## src/rtl/reg_dump_reader.sv

```systemverilog
// reg_dump_reader
// Walks an inclusive, possibly wrapping, range of register-file indices.
// Each word is read through a combinational debug port, captured, and then
// offered downstream with a valid/ready handshake.
// Flow: IDLE -> FETCH -> SEND -> (FETCH ... ) -> DONE -> IDLE.
// A captured word is a snapshot. Later register-file writes never disturb a
// word that is already held for the consumer.

module reg_dump_reader #(
   parameter int DATA_W = 16,
   parameter int IDX_W  = 4
) (
   input  logic              clk,
   input  logic              rst,
   input  logic              start,
   input  logic              abort,
   input  logic [IDX_W-1:0]  first_idx,
   input  logic [IDX_W-1:0]  last_idx,
   output logic [IDX_W-1:0]  rf_idx,
   input  logic [DATA_W-1:0] rf_data,
   output logic              out_valid,
   input  logic              out_ready,
   output logic [DATA_W-1:0] out_data,
   output logic [IDX_W-1:0]  out_idx,
   output logic              out_last,
   output logic              busy,
   output logic              done
);

   typedef enum logic [1:0] {
      IDLE  = 2'd0,
      FETCH = 2'd1,
      SEND  = 2'd2,
      DONE  = 2'd3
   } state_t;

   localparam logic [IDX_W-1:0]  IDX_ZERO  = {IDX_W{1'b0}};
   localparam logic [IDX_W-1:0]  IDX_ONE   = {{(IDX_W-1){1'b0}}, 1'b1};
   localparam logic [DATA_W-1:0] DATA_ZERO = {DATA_W{1'b0}};

   state_t             state_r;
   state_t             state_s;
   logic [IDX_W-1:0]   ptr_r;
   logic [IDX_W-1:0]   ptr_s;
   logic [IDX_W-1:0]   first_r;
   logic [IDX_W-1:0]   first_s;
   logic [IDX_W-1:0]   last_r;
   logic [IDX_W-1:0]   last_s;
   logic               capture_s;

   logic [DATA_W-1:0]  out_data_r;
   logic [IDX_W-1:0]   out_idx_r;
   logic               out_last_r;
   logic               out_valid_r;
   logic               busy_r;
   logic               done_r;

   // The pointer is cleared whenever the block goes idle. As a result, the
   // read index can come straight from a register: it is 0 in IDLE and
   // follows the pointer during FETCH.
   assign rf_idx    = ptr_r;
   assign out_data  = out_data_r;
   assign out_idx   = out_idx_r;
   assign out_last  = out_last_r;
   assign out_valid = out_valid_r;
   assign busy      = busy_r;
   assign done      = done_r;

   // Next-state, pointer and range-latch decisions.
   always_comb begin
      state_s   = state_r;
      ptr_s     = ptr_r;
      first_s   = first_r;
      last_s    = last_r;
      capture_s = 1'b0;
      case (state_r)
         IDLE: begin
            if (start) begin
               first_s = first_idx;
               last_s  = last_idx;
               ptr_s   = first_idx;
               state_s = FETCH;
            end else begin
               ptr_s   = IDX_ZERO;
               state_s = IDLE;
            end
         end
         FETCH: begin
            if (abort) begin
               ptr_s   = IDX_ZERO;
               state_s = IDLE;
            end else begin
               capture_s = 1'b1;
               state_s   = SEND;
            end
         end
         SEND: begin
            // Abort wins over a handshake in the same cycle. That word
            // counts as not delivered.
            if (abort) begin
               ptr_s   = IDX_ZERO;
               state_s = IDLE;
            end else if (out_ready) begin
               if (out_last_r) begin
                  state_s = DONE;
               end else begin
                  ptr_s   = ptr_r + IDX_ONE;
                  state_s = FETCH;
               end
            end else begin
               state_s = SEND;
            end
         end
         DONE: begin
            ptr_s   = IDX_ZERO;
            state_s = IDLE;
         end
         default: begin
            ptr_s   = IDX_ZERO;
            state_s = IDLE;
         end
      endcase
   end

   // Control state: FSM, pointer and latched range.
   always_ff @(posedge clk or posedge rst) begin
      if (rst) begin
         state_r <= IDLE;
         ptr_r   <= IDX_ZERO;
         first_r <= IDX_ZERO;
         last_r  <= IDX_ZERO;
      end else begin
         state_r <= state_s;
         ptr_r   <= ptr_s;
         first_r <= first_s;
         last_r  <= last_s;
      end
   end

   // Snapshot of the fetched word. It is held until the next FETCH.
   always_ff @(posedge clk or posedge rst) begin
      if (rst) begin
         out_data_r <= DATA_ZERO;
         out_idx_r  <= IDX_ZERO;
         out_last_r <= 1'b0;
      end else if (capture_s) begin
         out_data_r <= rf_data;
         out_idx_r  <= ptr_r;
         out_last_r <= (ptr_r == last_r);
      end else begin
         out_data_r <= out_data_r;
         out_idx_r  <= out_idx_r;
         out_last_r <= out_last_r;
      end
   end

   // Status outputs. They are registered from the next state, so each one
   // lines up with the state it describes.
   always_ff @(posedge clk or posedge rst) begin
      if (rst) begin
         out_valid_r <= 1'b0;
         busy_r      <= 1'b0;
         done_r      <= 1'b0;
      end else begin
         out_valid_r <= (state_s == SEND);
         busy_r      <= (state_s == FETCH) || (state_s == SEND);
         done_r      <= (state_s == DONE);
      end
   end

endmodule

```

## config.mk

```make
export PLATFORM = sky130hd
export DESIGN_NAME = reg_dump_reader
export DESIGN_NICKNAME = d
export VERILOG_FILES = /design/src/rtl/reg_dump_reader.sv
export SDC_FILE = /design/constraint.sdc
export NUM_CORES = 1
export LEC_CHECK = 0
export ABC_AREA = 1
export CAP_MARGIN = 40
export CORE_ASPECT_RATIO = 0.9
export CORE_UTILIZATION = 38
export DETAILED_ROUTE_END_ITERATION = 6
export MAX_ROUTING_LAYER = met4
export PLACE_DENSITY = 0.8
export SLEW_MARGIN = 20
export SYNTH_ARGS = -nofsm -noshare
export SYNTH_HDL_FRONTEND = slang
export SYNTH_SLANG_ARGS = --single-unit
```

## constraint.sdc

```tcl
create_clock -name clk -period 1.58 [get_ports clk]
set_input_delay 0.158 -clock clk [delete_from_list [all_inputs] [get_ports clk]]
set_output_delay 0.158 -clock clk [all_outputs]
set_load 0.005 [all_outputs]
```

==> key figures <==
Job
  • Number of max-cap violations: 0

Setup path
  • Startpoint types: flip-flop
  • Delay-heaviest family, CP: buffers and inverters
  • Setup crit end kind: output pin
  • Worst path required time: around 1400 ps
  • WP buf/inv: 1
  • Worst path max stage delay: 560 ps
  • Critical path class: flip-flop to output pin
  • Worst r2r src: state_r[0]$_DFF_PP0_
  • Flop2flop setup slack: 280 ps
  • Crit-path slowest cell: clkdlybuf4s50_1
  • End of the worst register-to-register path: busy$_DFF_PP0_
  • Worst Reg2Reg Path Length in Cells: 7
  • CP cell instances: clkdlybuf4s50_1
  • CP Capture Point: rf_idx[0]
  • Critical path peak fanout: 8
  • WP depth: 1
  • Origin of the worst setup path: rf_idx[0]$_DFFE_PP0P_
  • Crit path DAT: 1330 ps

Power
  • Sw Share: 29.6%
  • Peak VDD IR: 750 uV
  • Clk pwr share: 20.7%
  • Gate power share: 35.5%
  • Pwr Total: just over 3 mW
  • P_int: 2.17 mW
  • Sequential Power Share: 43.8%
  • PwrDens: ~1400 nW/um^2
  • Psw: 0.909 mW
  • P_leak: 1.11 nW

Clock network
  • TritonCTS Buffers: 5
  • Clock transition at path regs: ~60 ps
  • Root Buffer: clkbuf_8
  • Hold-fix buffers, CTS: 0
  • H-tree Lvls: 2
  • Setup Buffers After CTS: 0
  • TritonCTS clock tree: built
  • Post-CTS Resized: 0
  • CTS Buffer Depth: 2
  • Worst-skew pair later-pin latency: 280 ps
  • Clock Sinks: 34

Placed design
  • Placement Setup Slack: 172 ps
  • Placed insts: 270
  • IO Port Bufs: 56
  • Placed standard-cell area: between 2000 and 2500 sq um
  • Placer Congestion: between 0.8 and 0.9
  • HPWL Detailed: 2420 um

Timing
  • RSZ-0062 raised after global routing: no
  • Period utilisation layout: 94.3%
  • Worst Tran Pin Value: 362 ps
  • Final setup violating endpoints: 0
  • F_max: ~670 MHz
  • Final setup TNS: 0 ps
  • Slew Viols, Final: 0
  • Min cycle time layout: 1490 ps
  • Relative slew slack: 75.8%
  • Post-route setup slack: around 90 ps
  • Worst Skew: 7.01 ps
  • Final Hold Fails: 0

Global route
  • First-pass GRT wire length: approximately 5000 um
  • Total gr overflow: 0
  • Antenna violations before repair: 0
  • Gr busiest metal: met2
  • Global Route Usage Sum: between 15 and 20%
  • Vias in the first global route: 1142
  • GR Util met3: ~5.9%
  • Pin count of the biggest net entering global routing: 20
  • GR Layer Usage met2: 26.9%
  • GRT met1 Usage: 22.6%

Die
  • Starting density of the core: about two fifths
  • Die area: around 4200 sq um
  • Core Region: between 3000 and 4000 sq um
  • Row cnt: 21
  • Die X: 67.8 um
  • DIE HEIGHT: roughly 61 um
  • # IOs: 57

Worst hold path
  • Hold Crit Class: primary input to async pin

Route
  • Total Wirelength: 3270 um
  • Vias: ~1.2k
  • Antenna-violating nets left: 0
  • Router iterations before antenna repair: 4
  • DR vias/cell: between 4 and 5
  • WL/cell: 11.8 um
  • DRC Markers: 0
  • DRT iter0 DRCs: 54

Synth
  • Post-Synthesis Cells: 167
  • Synthesized area per cell: slightly below 9 sq um
  • FF+latch count, synth: 34
  • Syn_nets: 199
  • Yosys cell types: 21
  • Post-synthesis sequential area ratio: 57.4%
  • Post-synth top area cell: dfrtp_1
  • Top cells by area, synth: dfrtp_1 57%, nand2_1 24%, ha_1 2.5%
  • Mapped cell area: about 1500 sq um
  • Yosys warning count: 0
  • Synth top area share: 57.4%

Finish
  • Ant. Diodes: 0
  • Non-Filler Instances: ~280
  • Area grow syn2layout: 48.3%
  • Finished Cell Area: 2200 sq um
  • Nets: 263
  • Layout cells sized above 1: a little over a tenth
  • Most frequent cells in the layout: 93 x nand2_1, 56 x clkdlybuf4s50_1, 34 x dfrtp_1
  • Most common cell after layout, fill and taps aside: nand2_1

Run status
  • Status: finished, final reports clean
==> cells in the mapped netlist (all sizes together) <==
cell type   n
ha          3
nand3       6
o21ai       3
a21oi       1
nand4       1
dfrtp      34
clkbuf      1
xnor2       2
nand2      96
nor2        3
buf         3
xor2        3
inv        11
==> area by class of cell <==
class,count,area (sq um)
Multi-Input combinational cell,118,551
Timing Repair Buffer,61,598
Inverter,11,48.8
Clock buffer,7,86.3
Fill cell,345,1530
Sequential cell,34,851
Tap cell,46,57.6
Clock inverter,1,5.00
==> kinds of logic (layout without fill, tap and decap cells) <==
logic type,Yosys count,in the layout,share of synthesized area [%]
buffers and inverters,15,80,5.40
adder cells (fa/ha/maj),3,3,2.53
AND/OR/NAND/NOR,106,106,30.1
flip-flops,34,34,57.4
AO/OA/AOI/OAI,4,4,1.60
XOR/XNOR,5,5,2.96
==> flip-flops by register name, indices dropped and copies added (netlist names) <==
register   cells
out_data      16
last_r         4
out_idx        4
rf_idx         4
state_r        2
busy           1
done           1
out_last       1
out_valid      1
==> through the flow <==
stage	utilization, %	hold WS (ps)
after floorplan	-	268
after global placement	56.4	449
after detailed placement	56.4	455
after CTS	58.9	147
after global routing	58.9	219
final	58.9	146
==> metal layers <==
metal,vias to the layer above,share of wire [%]
li1,631,-
met1,565,45
met2,40,47
met3,7,6.6
met4,0,1.4
met5,-,0
==> how the worst min path moves through the flow <==
| stage | endpoint | depth (start not counted) |
|---|---|---|
| after floorplan | last_r[0]$_DFFE_PP0P_ | 2 |
| after global placement | out_data[10]$_DFFE_PP0P_ | 2 |
| after detailed placement | out_data[15]$_DFFE_PP0P_ | 2 |
| after CTS | out_data[12]$_DFFE_PP0P_ | 2 |
| after global routing | out_data[15]$_DFFE_PP0P_ | 2 |
| final | out_data[12]$_DFFE_PP0P_ | 2 |
==> power groups by stage <==
stage	combinational, mW	sequential [mW]	clock, mW
after detailed placement	1.10	1.36	0
after global routing	1.22	1.38	0.705
after floorplan	0.418	1.36	0
after global placement	1.08	1.35	0
final	1.09	1.35	0.637
after CTS	1.11	1.35	0.658
(Power assumes the default switching activity.)
